### src/rtl/csr_ctrl_pkg.sv
// Shared definitions for the CSR instruction-queue controller.
//   CSR_OPW      default CSR op / queue entry width
//   CSR_Q_DEPTH  number of entries in the CSR instruction queue
//   issue_state_e  issue FSM encoding
package csr_ctrl_pkg;

  localparam int unsigned CSR_OPW     = 23;
  localparam int unsigned CSR_Q_DEPTH = 8;

  typedef enum logic [1:0] {
    StIdle     = 2'd0,
    StRead     = 2'd1,
    StPresent  = 2'd2,
    StWaitDone = 2'd3
  } issue_state_e;

endpackage

### src/rtl/csr_push_arb.sv
// Merges the two decode lanes onto the queue's single write port.
// When both lanes arrive together, lane0 is written and lane1 is parked in a one-entry
// pending register that gets first claim on the write port next cycle.
// Ports:
//   Clk, Rest            clock, synchronous active-high reset
//   Dec0Valid/Dec0Op     older decode lane
//   Dec1Valid/Dec1Op     younger decode lane
//   QFull                queue full
//   Flush                pipeline redirect; drops the pending op and blocks the write
//   DecStall             decode must hold both lanes
//   QWable/QDin          queue write enable / data
module csr_push_arb
  import csr_ctrl_pkg::*;
#(
  parameter int unsigned OPW = CSR_OPW
) (
  input  logic           Clk,
  input  logic           Rest,
  input  logic           Dec0Valid,
  input  logic [OPW-1:0] Dec0Op,
  input  logic           Dec1Valid,
  input  logic [OPW-1:0] Dec1Op,
  input  logic           QFull,
  input  logic           Flush,
  output logic           DecStall,
  output logic           QWable,
  output logic [OPW-1:0] QDin
);

  logic           pend_valid_q, pend_valid_d;
  logic [OPW-1:0] pend_q, pend_d;
  logic           src_valid;
  logic [OPW-1:0] src_op;
  logic           dec_stall;
  logic           wr_en;

  always_comb begin
    src_valid    = 1'b0;
    src_op       = '0;
    pend_valid_d = pend_valid_q;
    pend_d       = pend_q;

    // The parked lane1 op is always older than anything currently on the lanes.
    if (pend_valid_q) begin
      src_valid = 1'b1;
      src_op    = pend_q;
    end else if (Dec0Valid) begin
      src_valid = 1'b1;
      src_op    = Dec0Op;
    end else if (Dec1Valid) begin
      src_valid = 1'b1;
      src_op    = Dec1Op;
    end

    dec_stall = QFull | pend_valid_q;
    wr_en     = src_valid & ~QFull & ~Flush;

    if (Flush) begin
      pend_valid_d = 1'b0;
    end else if (pend_valid_q && wr_en) begin
      pend_valid_d = 1'b0;
    end else if (!dec_stall && Dec0Valid && Dec1Valid) begin
      // lane0 takes the write port this cycle; lane1 is consumed into the pending slot
      pend_valid_d = 1'b1;
      pend_d       = Dec1Op;
    end
  end

  always_ff @(posedge Clk) begin
    if (Rest) begin
      pend_valid_q <= 1'b0;
      pend_q       <= '0;
    end else begin
      pend_valid_q <= pend_valid_d;
      pend_q       <= pend_d;
    end
  end

  // Handshake outputs are forced low while reset is asserted.
  assign DecStall = dec_stall & ~Rest;
  assign QWable   = wr_en & ~Rest;
  assign QDin     = src_op;

endmodule

### src/rtl/csr_issue_ctrl.sv
// Controller for the 8-entry CSR instruction queue. Merges the decode lanes into the
// queue (via csr_push_arb), reads the queue and issues one CSR op at a time, strictly
// serialized on CsrDone. Flush clears the queue and aborts any not-yet-acked op; an
// acked op always runs to completion. A watchdog flags ops stuck in WAIT_DONE.
// Ports:
//   Clk, Rest                     clock, synchronous active-high reset
//   Dec0Valid/Dec0Op, Dec1Valid/Dec1Op  decode lanes (lane0 older)
//   DecStall                      decode hold
//   QWable/QDin, QFull, QEmpty    queue write side and status
//   QRable, QDout                 queue read enable, registered read data (next cycle)
//   QClean                        queue pointer clear
//   Flush                         pipeline redirect / exception
//   IssueValid/IssueOp/IssueAck   issue handshake to the CSR unit
//   CsrDone                       completion of the issued op
//   Busy                          op presented or outstanding
//   TimeoutErr                    sticky watchdog error
module csr_issue_ctrl
  import csr_ctrl_pkg::*;
#(
  parameter int unsigned OPW     = CSR_OPW,
  parameter int unsigned TOW     = 8,
  parameter int unsigned TIMEOUT = 200
) (
  input  logic           Clk,
  input  logic           Rest,
  input  logic           Dec0Valid,
  input  logic [OPW-1:0] Dec0Op,
  input  logic           Dec1Valid,
  input  logic [OPW-1:0] Dec1Op,
  output logic           DecStall,
  output logic           QWable,
  output logic [OPW-1:0] QDin,
  input  logic           QFull,
  input  logic           QEmpty,
  output logic           QRable,
  input  logic [OPW-1:0] QDout,
  output logic           QClean,
  input  logic           Flush,
  output logic           IssueValid,
  output logic [OPW-1:0] IssueOp,
  input  logic           IssueAck,
  input  logic           CsrDone,
  output logic           Busy,
  output logic           TimeoutErr
);

  localparam logic [TOW-1:0] TimeoutCnt = TOW'(TIMEOUT);

  issue_state_e   state_q, state_d;
  logic [OPW-1:0] issue_op_q, issue_op_d;
  logic [TOW-1:0] wdog_q, wdog_d;
  logic           timeout_q, timeout_d;
  logic           q_rd;
  logic           issue_valid;

  csr_push_arb #(
    .OPW(OPW)
  ) u_push_arb (
    .Clk      (Clk),
    .Rest     (Rest),
    .Dec0Valid(Dec0Valid),
    .Dec0Op   (Dec0Op),
    .Dec1Valid(Dec1Valid),
    .Dec1Op   (Dec1Op),
    .QFull    (QFull),
    .Flush    (Flush),
    .DecStall (DecStall),
    .QWable   (QWable),
    .QDin     (QDin)
  );

  always_comb begin
    state_d     = state_q;
    issue_op_d  = issue_op_q;
    wdog_d      = wdog_q;
    timeout_d   = timeout_q;
    q_rd        = 1'b0;
    issue_valid = 1'b0;

    case (state_q)
      StIdle: begin
        if (!QEmpty && !Flush) begin
          q_rd    = 1'b1;
          state_d = StRead;
        end
      end
      StRead: begin
        if (Flush) begin
          state_d = StIdle;
        end else begin
          issue_op_d = QDout;
          state_d    = StPresent;
        end
      end
      StPresent: begin
        // A flushed op is speculative: withdraw it and ignore a same-cycle ack.
        issue_valid = ~Flush;
        if (Flush) begin
          state_d = StIdle;
        end else if (IssueAck) begin
          state_d = StWaitDone;
          wdog_d  = '0;
        end
      end
      StWaitDone: begin
        // Acked op is committed, so Flush does not affect this state.
        if (wdog_q != '1) begin
          wdog_d = wdog_q + 1'b1;
        end
        if (wdog_d >= TimeoutCnt) begin
          timeout_d = 1'b1;
        end
        if (CsrDone) begin
          state_d = StIdle;
        end
      end
      default: state_d = StIdle;
    endcase
  end

  always_ff @(posedge Clk) begin
    if (Rest) begin
      state_q    <= StIdle;
      issue_op_q <= '0;
      wdog_q     <= '0;
      timeout_q  <= 1'b0;
    end else begin
      state_q    <= state_d;
      issue_op_q <= issue_op_d;
      wdog_q     <= wdog_d;
      timeout_q  <= timeout_d;
    end
  end

  assign QRable     = q_rd & ~Rest;
  assign QClean     = Flush & ~Rest;
  assign IssueValid = issue_valid & ~Rest;
  assign IssueOp    = Rest ? '0 : issue_op_q;
  assign Busy       = ~Rest & ((state_q == StPresent) || (state_q == StWaitDone));
  assign TimeoutErr = timeout_q;

endmodule
### config.mk
export PLATFORM = sky130hd
export DESIGN_NAME = csr_issue_ctrl
export DESIGN_NICKNAME = d
export VERILOG_FILES = /design/src/rtl/csr_ctrl_pkg.sv /design/src/rtl/csr_push_arb.sv /design/src/rtl/csr_issue_ctrl.sv
export SDC_FILE = /design/constraint.sdc
export NUM_CORES = 1
export LEC_CHECK = 0
export ABC_CLOCK_PERIOD_IN_PS = 1400
export BUFFER_PORTS_ARGS = -buffer_cell sky130_fd_sc_hd__buf_4
export CAP_MARGIN = 30
export CORE_ASPECT_RATIO = 1.2
export CORE_MARGIN = 5
export CORE_UTILIZATION = 44
export DETAILED_ROUTE_END_ITERATION = 10
export PLACE_DENSITY = 0.77
export REMOVE_ABC_BUFFERS = 1
export SLEW_MARGIN = 20
export SYNTH_ARGS = -nofsm -noshare
export SYNTH_HDL_FRONTEND = slang
export SYNTH_HIERARCHICAL = 1
export SYNTH_SLANG_ARGS = --single-unit
### constraint.sdc
create_clock -name Clk -period 1.4 [get_ports Clk]
set_input_delay 0.21 -clock Clk [delete_from_list [all_inputs] [get_ports Clk]]
set_output_delay 0.21 -clock Clk [all_outputs]
set_load 0.005 [all_outputs]
* Word level (Yosys, flattened, before mapping) *
Cells that the tools add are included.

word-level totals
  register bits after elaboration = 58
  logic and storage cells = 67

operators by class
  add/sub/neg operators = 1
  order comparisons = 1
  equality and inequality tests = 9
  muxes and demuxes = 21
  bitwise logic cells = 13
  reduce and logical (&&, ||, !) cells = 16

operators with widths
  kind                   count
  $mux W23               4
  $mux W8                4
  $pmux W8 S2            1
  $mux W2                5
  $reduce_and A3 Y1      3
  $add A8 B1 Y8 const B  1
  $and A1 B1 Y1          8
  $ge A8 B8 Y1 const B   1
  $ne A2 B2 Y1 const B   4
  $ne A8 B8 Y1 const B   1
  $pmux W2 S4            1
  $mux W1                6
  $eq A2 B2 Y1 const B   2
  $logic_and A1 B1 Y1    4
  $not A1 Y1             4
  $reduce_and A2 Y1      2
  $logic_not A1 Y1       3
  $ne A3 B3 Y1 const B   1
  $reduce_or A3 Y1       1
  $eq A2 B1 Y1 const B   1
  $logic_not A2 Y1       1
  $reduce_bool A2 Y1     1
  $logic_or A1 B1 Y1     1
  $or A1 B1 Y1           1

* Logic depth before layout (Yosys ltp) *
Gate-level depths: netlist of the first run.

  depth after elaboration = 8
  depth in mapped cells = 7
  depth with buffers taken out = 5

* Cells and area by module *
Netlist of the first run, hierarchy kept.

by module, submodules not included
  module          instances  cells each  area an instance (µm²)
  csr_push_arb    1          214         1,679.1
  csr_issue_ctrl  1          219         1,671.6

* Worst setup path before layout of the first run *
OpenSTA, ideal clock, no wires.

  kind = register to register
  start point = register wdog_q[0]
  end point = register timeout_q, in the netlist TimeoutErr
  library setup time = 0.088 ns
  data arrival time = 1.471 ns
  required time = 1.312 ns
  slack = -0.159 ns
  stages on the path, launching flop included = 6
  period minus slack after synthesis = 1.559 ns
  cells stage by stage = dfxtp_1 ha_1 and2_1 a41oi_1 or4_1 o32ai_2

between the ends
  cells in the longest elaborated chain, start to end = 5
  elaborated cells on any way between the ends = 6

RTL lines
  item                                           line                                          text
  start: declaration                             csr_issue_ctrl.sv:51                          logic [TOW-1:0] wdog_q, wdog_d;
  start signal: assignment                       csr_issue_ctrl.sv:130                         wdog_q <= wdog_d;
  $add A8 B1 Y8 or $ne A8 B8 Y1 (tied branches)  csr_issue_ctrl.sv:108, csr_issue_ctrl.sv:107
  $mux W8 (*)                                    csr_issue_ctrl.sv:107                         if (wdog_q != '1) begin
  $mux W8 (*)                                    csr_issue_ctrl.sv:80                          case (state_q)
  $ge A8 B8 Y1 (*)                               csr_issue_ctrl.sv:110                         if (wdog_d >= TimeoutCnt) begin
  $reduce_and A2 Y1 (no source line) (*)         n/a
  end signal: assignment                         csr_issue_ctrl.sv:131                         timeout_q <= timeout_d;
  end: declaration                               csr_issue_ctrl.sv:52                          logic timeout_q, timeout_d;

Every way passes the cells marked *; elsewhere a longest branch is shown, timed or not. The select of a mux whose other input is x is not followed.
A chain may end at the register's enable or synchronous reset.

* Worst setup path in the final report of the first run *
  start point = register wdog_q[2]
  end point = register timeout_q, in the netlist TimeoutErr

Same word-level chain as after synthesis.

==> results.yml, run 1 <==
placed_design:
  placed_area_um2: 4530
  place_inst: 643
  gp_congestion: 0.882
  place_hpwl_um: 6530
  pre_cts_ws_ns: -0.193
  port-buffer-count: 130
critical_path:
  timing.rr.start: "wdog_q[2]"
  crit_arrival_ns: 1.76
  ff2ff_setup_slack_ns: -0.13
  required_ns: 1.64
  rr_worst_depth: 4
  crit_path_start: "wdog_q[2]"
  end_kind: "flop"
  r2r-end: "TimeoutErr"
  crit_fanout: 7
  crit_type: "reg2reg"
  cp-start-kind: "flop"
final_layout:
  multi_input_area_um2: 2340
  layout-drive-gt1-share: 0.449
  final_cells: 673
  finalNetCount: 657
  fin_util: 0.727
  n_antenna_cell: 0
  syn_to_final_growth_pct: 59.7
  fin_area_um2: 5350
  area.sequential_um2: 1180
  fill_cells: 525
global_routing:
  grt_usage: 0.187
  grt_pass1_vias: 3206
  grt_antenna_before_repair: 0
  grt_overflow_total: 0
  grt_start_max_net_pins: 61
  grt_pass1_wl_um: 14500
synthesis:
  syn_area_um2: 3350
  yosysMostFrequentCell: "nand2_1"
  synthTopCellsByCount: "nand2_1 (80), dfxtp_1 (58), a21oi_1 (54)"
  synth_ff_type: "dfxtp_1"
  netlist_instances: 433
  ys_ff_latch: 58
  ys.warnings.count: 6
  synth_edf_count: 0
  synthDistinctLibCells: 45
  synthTopCellsByArea: "dfxtp_1 (35%), nand2_1 (9.0%), nand2b_1 (8.6%)"
  synth_largest_area_cell: "dfxtp_1"
  yosysTopAreaCellShare: 0.347
  synth_area_per_cell_um2: 7.74
  synth-async-reset-ratio: 0
  yosysSeqAreaShare: 0.347
clock_network:
  insertion_delay_ns: 0.33
  numCtsBuffers: 9
  clk_pin_slew_ns: 0.07
  cts_tree: "yes"
  clock-sinks: 58
  root_buffer: "clkbuf_8"
  cts.htree.levels: 3
  ctsLongestPathBuffers: 2
status:
  outcome: "finished, violations left"
  violations: "setup timing"
route:
  ant_nets: 0
  drcViolationCount: 0
  wl_um: 10800
  vias_per_cell: 5.36
  vias: 3607
  first_pass_iters: 4
  wl_per_cell_um: 16.1
  drtIter0Drc: 131
hold_path:
  hold_path.class: "in2reg"
  whs_endpoint: "issue_op_q[2]"
  holdPathStages: 3
  hold_start: "QDout[2]"
floorplan:
  boundaryPins: 131
  die_h_um: 106
  die_w_um: 89.7
  coreArea_um2: 7360
  row_count: 34
  start_util: 0.455
  fp.dieArea_um2: 9470
sta:
  fin_crit_sh: 1.09
  timing.fmax_mhz: 655
  tns_ns: -1.35
  skew_ns: 0.0100
  setup_viol: 29
  tightestPinTransition_ns: 0.470
  layout_setup_ws_ns: -0.127
  period_needed_ns: 1.53
  relSlewSlack: 0.685
  hold_slack_ns: 0.127
  rsz0062_at_grt: "true"
  drv_slew: 0
  hold_viol_final: 0
power_and_ir_drop:
  leakage_nw: 2.45
  report.power.total_mw: 4.05
  ir_drop_mv: 0.546
  powerDensity_nw_per_um2: 757
job:
  cap_violations: 0
## worst max-delay path: stages, from the launching register on
cell and delay, ns:
dfxtp_2 0.44, and3_4 0.24, nor4_2 0.04, or4_1 0.51
o32ai_2 0.21
## per-layer routing
metal	GRT usage	routed length (µm)	part of all wire
met1	0.227	4310	0.40
met2	0.317	5240	0.48
met3	0.0461	1010	0.093
met4	0.0606	259	0.024
met5	0	0	0
## cell families after synthesis
group	count (synthesis)	synth area share
compound gates	95	0.159
fa+ha+maj	1	0.00373
buf+inv	41	0.0590
flops	58	0.347
mux	25	0.0751
simple gates	213	0.357
## area by class of cell
class,instances,area share
clock buffers,11,0.0245
clock inverters,5,0.0147
inverters,3,0.00210
multi-input cells,334,0.437
flip-flops and latches,58,0.220
well taps,90,0.0210
repair buffers,172,0.281
## power by group
| group | switching [mW] | internal, mW |
|---|---|---|
| combinational | 0.304 | 0.405 |
| sequential | 0.0231 | 1.68 |
| clock | 0.642 | 1.00 |
| total | 0.969 | 3.08 |
## cells in the final DEF, fill, tap and decap left out, types with 3 or more instances in the layout
| cell | count |
|---|---|
| buf_4 | 152 |
| nand2_1 | 56 |
| a21oi_1 | 53 |
| dfxtp_1 | 49 |
| nand2b_1 | 46 |
| nor2b_1 | 26 |
| mux2i_1 | 24 |
| and3b_1 | 23 |
| o21ai_2 | 19 |
| nand2_4 | 17 |
| clkbuf_8 | 9 |
| nand2_2 | 7 |
| buf_6 | 7 |
| buf_12 | 7 |
| dfxtp_2 | 7 |
| nor3_1 | 6 |
| nor2_1 | 5 |
| o21ai_1 | 4 |
| clkbuf_16 | 4 |
| nor4_2 | 3 |
| inv_1 | 3 |
## what timing repair did
item                                    CTS  global route
gates resized for setup                  40            90
buffers inserted                          3             4
hold buffers                              0             0
pin swaps                                 8            30
endpoints found under the setup margin   36            36
gates cloned                              1             6
## worst max path at each step
stage,to,slack (ns),cells past startpoint
after floorplan,u_push_arb/pend_q[0],-0.92,2
after global placement,TimeoutErr,-0.14,5
after detailed placement,wdog_q[0],-0.19,6
after CTS,QRable,-0.12,3
after global routing,TimeoutErr,-0.20,5
final,TimeoutErr,-0.13,4
## registers in the layout (all words and copies together) (netlist names)
signal,cells
u_push_arb/pend_q,23
state_q,2
wdog_q,8
u_push_arb/pend_valid_q,1
issue_op_q,23
TimeoutErr,1
No activity file was read; power rests on OpenSTA's default activity.
==> run 2, diff against run 1 <==
--- a/config.mk
+++ b/config.mk
@@ -14,6 +14,7 @@
 export DETAILED_ROUTE_END_ITERATION = 10
 export PLACE_DENSITY = 0.77
 export REMOVE_ABC_BUFFERS = 1
+export SKIP_LAST_GASP = 1
 export SLEW_MARGIN = 20
 export SYNTH_ARGS = -nofsm -noshare
 export SYNTH_HDL_FRONTEND = slang
==> run 2 against run 1 <==
Against the previous run: the run still ends with setup timing left; setup slack better by 0.00092 ns; count of clock-buffer cells in the layout unchanged; clock power barely moved; sequential share of layout area down 0.21 points; maximum frequency hardly changed; critical path type unchanged; largest cell class unchanged; highest routed layer unchanged.
==> results.yml, run 2 (synthesized netlist as in run 1, its figures left out) <==
status:
  outcome: "finished, violations left"
  violations: "setup timing"
final_layout:
  reg_top3: "issue_op_q (23), u_push_arb/pend_q (23), wdog_q (8)"
  final_common_cell: "buf_4"
  final_cell_mix: "buf_4 (157), nand2_1 (58), a21oi_1 (53)"
  fin_area_um2: 5400
  layout-drive-gt1-share: 0.450
  n_antenna_cell: 0
  finalNetCount: 661
  final_cells: 677
  fin_util: 0.734
  syn_to_final_growth_pct: 61.2
critical_path:
  cp-start-kind: "flop"
  end_kind: "flop"
  critPathBufInv: 1
  critical-path-top-delay-family: "simple AND/OR/NAND/NOR gates"
  crit_fanout: 3
  required_ns: 1.64
  path_cells: "buf_6 > and3_4 > nor4_2 > or4_1 > o32ai_2"
  crit_type: "reg2reg"
  crit_arrival_ns: 1.76
  max_stage_delay_ns: 0.51
  cp_slowest_cell: "or4_1"
global_routing:
  grt_start_max_net_pins: 61
  grt_usage: 0.187
  grt_use_met3: 0.0461
  busiest_layer: "met2"
  grt_pass1_vias: 3191
  grt_pass1_wl_um: 14400
  grt_antenna_before_repair: 0
  grtUsageMet1: 0.226
  grt_overflow_total: 0
  grt_util_met2: 0.319
placed_design:
  gp_congestion: 0.882
  placed_area_um2: 4530
  pre_cts_ws_ns: -0.193
  port-buffer-count: 130
  place_hpwl_um: 6530
  place_inst: 643
floorplan:
  start_util: 0.455
  fp.dieArea_um2: 9470
  row_count: 34
  die_h_um: 106
  die_w_um: 89.7
  boundaryPins: 131
  coreArea_um2: 7360
sta:
  skew_ns: 0.0118
  tightestPinTransition_ns: 0.480
  rsz0062_at_grt: "true"
  tns_ns: -1.91
  fin_crit_sh: 1.09
  relSlewSlack: 0.678
  timing.fmax_mhz: 655
  layout_setup_ws_ns: -0.126
  drv_slew: 0
  setup_viol: 30
  hold_viol_final: 0
  period_needed_ns: 1.53
route:
  wl_um: 11300
  wl_per_cell_um: 16.8
  drtIter0Drc: 108
  vias_per_cell: 5.41
  first_pass_iters: 4
  vias: 3662
  ant_nets: 0
  drcViolationCount: 0
clock_network:
  cts.htree.levels: 3
  ctsLongestPathBuffers: 2
  insertion_delay_ns: 0.33
  numCtsBuffers: 9
  cts_tree: "yes"
  clk_pin_slew_ns: 0.07
  root_buffer: "clkbuf_8"
  clock-sinks: 58
job:
  cap_violations: 0
power_and_ir_drop:
  ir_drop_mv: 0.546
  leakage_nw: 2.50
  powerDensity_nw_per_um2: 752
hold_path:
  hold_path.class: "in2reg"
run 2: final timing paths:
path | start | end | slack [ns] | depth (start not counted)
worst max-delay path | wdog_q[1] | TimeoutErr | -0.13 | 5
worst min-delay path | QDout[6] | issue_op_q[6] | 0.13 | 3
worst max register to register | wdog_q[1] | TimeoutErr | -0.13 | 5
worst min register to register | issue_op_q[7] | issue_op_q[7] | 0.45 | 2
run 2: layout make-up:
type	instances	area [µm²]
Inverter	3	11.3
Tap cell	90	113
Multi-Input combinational cell	334	2340
Fill cell	519	1960
Clock inverter	5	78.8
Clock buffer	11	131
Sequential cell	58	1180
Timing Repair Buffer	176	1560
run 2: power breakdown:
group / leakage [nW] / internal (mW) / total, mW / switching, mW
Combinational: 1.92 / 0.408 / 0.716 / 0.308
Sequential: 0.474 / 1.68 / 1.70 / 0.0238
Clock: 0.107 / 1.00 / 1.65 / 0.645
Total: 2.50 / 3.09 / 4.06 / 0.977
run 2: what timing repair did:
item,4_1_cts,5_1_grt
gates resized for setup,24,102
hold buffers,0,0
pin swaps,7,25
endpoints found under the setup margin,36,57
endpoints found under the hold margin,0,0
gates cloned,1,8
buffers inserted,3,6
run 2: metal layers:
metal | wire length, µm | up-vias
li1 | - | 1784
met1 | 4150 | 1677
met2 | 5670 | 170
met3 | 1190 | 31
met4 | 334 | 0
met5 | 0 | -
run 2: worst reg2reg max path, cell delays in order, from the launching register on:
cell	delay (ns)
dfxtp_2	0.36
buf_6	0.12
and3_4	0.20
nor4_2	0.04
or4_1	0.51
o32ai_2	0.21
run 2: per-stage QoR:
stage               power (mW)  hold slack [ns]
CTS                       4.00            0.113
detailed placement        2.34            0.442
global placement          2.33            0.438
finish                    4.06            0.128
floorplan                 1.93            0.279
global route              4.24            0.114
==> run 3, diff against run 2 <==
--- a/config.mk
+++ b/config.mk
@@ -12,7 +12,7 @@
 export CORE_MARGIN = 5
 export CORE_UTILIZATION = 44
 export DETAILED_ROUTE_END_ITERATION = 10
-export PLACE_DENSITY = 0.77
+export PLACE_DENSITY = 0.85
 export REMOVE_ABC_BUFFERS = 1
 export SKIP_LAST_GASP = 1
 export SLEW_MARGIN = 20
==> run 3 against run 2 <==
Against the previous run: the flow still finishes with violations (setup timing); setup slack better by 0.0097 ns; die area stayed put; clock power is 5% higher; cell count is 0.30% lower; sequential share of layout area is 0.68 points higher; highest routed layer unchanged.
==> results.yml, run 3 (synthesized netlist as in run 1, its figures left out) <==
hold_path:
  whs_endpoint: "issue_op_q[11]"
  hold_path.class: "in2reg"
  hold_start: "QDout[11]"
  holdPathStages: 3
sta:
  period_needed_ns: 1.52
  timing.fmax_mhz: 660
  rsz0062_at_grt: "true"
  hold_slack_ns: 0.116
  layout_setup_ws_ns: -0.116
  setup_viol: 23
  skew_ns: 0.00920
  drv_slew: 0
  hold_viol_final: 0
  fin_crit_sh: 1.08
  tightestPinTransition_ns: 0.386
  relSlewSlack: 0.743
critical_path:
  cp_slowest_cell: "or4_1"
  crit_arrival_ns: 1.76
  end_kind: "flop"
  max_stage_delay_ns: 0.52
  cp-start-kind: "flop"
  timing.rr.start: "wdog_q[0]"
  rr_worst_depth: 5
  path_cells: "buf_6 > and3_4 > nor4_1 > or4_1 > o32ai_2"
  crit_type: "reg2reg"
  crit_fanout: 3
  r2r-end: "TimeoutErr"
  ff2ff_setup_slack_ns: -0.12
  required_ns: 1.64
route:
  wl_per_cell_um: 15.6
  ant_nets: 0
  vias: 3587
  wl_um: 10500
  drtIter0Drc: 122
  first_pass_iters: 4
  vias_per_cell: 5.31
  drcViolationCount: 0
power_and_ir_drop:
  leakage_nw: 2.40
  powerDensity_nw_per_um2: 777
  ir_drop_mv: 0.604
global_routing:
  grt_pass1_vias: 3312
  grt_pass1_wl_um: 14600
  grt_start_max_net_pins: 49
  grt_antenna_before_repair: 0
  grt_usage: 0.188
  grt_overflow_total: 0
floorplan:
  die_w_um: 89.7
  boundaryPins: 131
  die_h_um: 106
  row_count: 34
  fp.dieArea_um2: 9470
  coreArea_um2: 7360
  start_util: 0.455
status:
  violations: "setup timing"
  outcome: "finished, violations left"
clock_network:
  clock-sinks: 58
  insertion_delay_ns: 0.33
  root_buffer: "clkbuf_8"
  ctsLongestPathBuffers: 2
  cts.htree.levels: 3
  clk_pin_slew_ns: 0.08
  cts_tree: "yes"
  numCtsBuffers: 9
  cts_hold_buf: 0
job:
  cap_violations: 0
final_layout:
  final_cells: 675
  final_cell_mix: "buf_4 (156), nand2_1 (62), a21oi_1 (52)"
  layout-drive-gt1-share: 0.432
  syn_to_final_growth_pct: 57.2
  final_common_cell: "buf_4"
  finalNetCount: 659
  n_antenna_cell: 0
  reg_top3: "issue_op_q (23), u_push_arb/pend_q (23), wdog_q (8)"
placed_design:
  pre_cts_ws_ns: -0.190
  gp_congestion: 0.772
  place_hpwl_um: 6670
  place_inst: 643
  port-buffer-count: 130
==> run 3: cell count changes in the layout (fill, tap and decap cells not counted), sizes merged <==
| cell | change |
|---|---|
| clkbuf | -5 |
| clkinvlp | +1 |
| buf | +1 |
| inv | +1 |
==> run 3: metrics by stage <==
| step | setup TNS (ns) | cell area, µm² | utilization | power [mW] |
|---|---|---|---|---|
| 3_3_place_gp | -0.363 | 4510 | 0.613 | 2.31 |
| 4_1_cts | -0.546 | 4860 | 0.660 | 4.07 |
| 5_1_grt | -3.84 | 5270 | 0.716 | 4.29 |
| 3_5_place_dp | -0.623 | 4510 | 0.613 | 2.33 |
| 2_1_floorplan | -23.92 | 3160 | - | 1.93 |
| 6_report | -1.32 | 5270 | 0.716 | 4.09 |
==> run 3: area by class of cell <==
type                       instances  area, µm²
tap                               90        113
fill                             573       2090
multi-input combinational        334       2270
clock buffer                       9        124
inverter                           3       11.3
clock inverter                     7        103
timing repair buffer             174       1460
sequential                        58       1180
==> run 3: routing by layer <==
layer / vias to the layer above / track usage / routed length, µm
met2: 123 / 0.322 / 5480
met3: 12 / 0.0632 / 777
met5: - / 0 / 0
met4: 0 / 0.0383 / 127
met1: 1675 / 0.226 / 4140
li1: 1777 / - / -
==> run 3: timing repair <==
action	CTS	global route
setup endpoints to repair	34	38
setup buffers	5	5
endpoints found under the hold margin	0	0
pin swaps	4	16
gates resized for setup	24	89
gates cloned	0	6
==> run 3: worst max-delay path by stage <==
stage | startpoint | endpoint | slack, ns | depth (start not counted)
2_1_floorplan | u_push_arb/pend_valid_q | u_push_arb/pend_q[0] | -0.92 | 2
3_5_place_dp | wdog_q[0] | TimeoutErr | -0.19 | 5
6_report | wdog_q[0] | TimeoutErr | -0.12 | 5
5_1_grt | u_push_arb/pend_valid_q | QWable | -0.18 | 4
3_3_place_gp | wdog_q[0] | TimeoutErr | -0.13 | 5
4_1_cts | wdog_q[1] | TimeoutErr | -0.10 | 5
==> run 3: critical path, delay by kind of cell, from the launching register on <==
family | cells | cell delay, ns
AOI/OAI and AO/OA | 1 | 0.21
buffers and inverters | 1 | 0.10
DFF | 1 | 0.36
and+or+nand+nor | 3 | 0.76
==> run 3: power by group <==
part	switching (mW)	total [mW]	internal [mW]
clock	0.718	1.73	1.02
sequential	0.0208	1.69	1.67
combinational	0.285	0.664	0.379
total	1.02	4.09	3.07
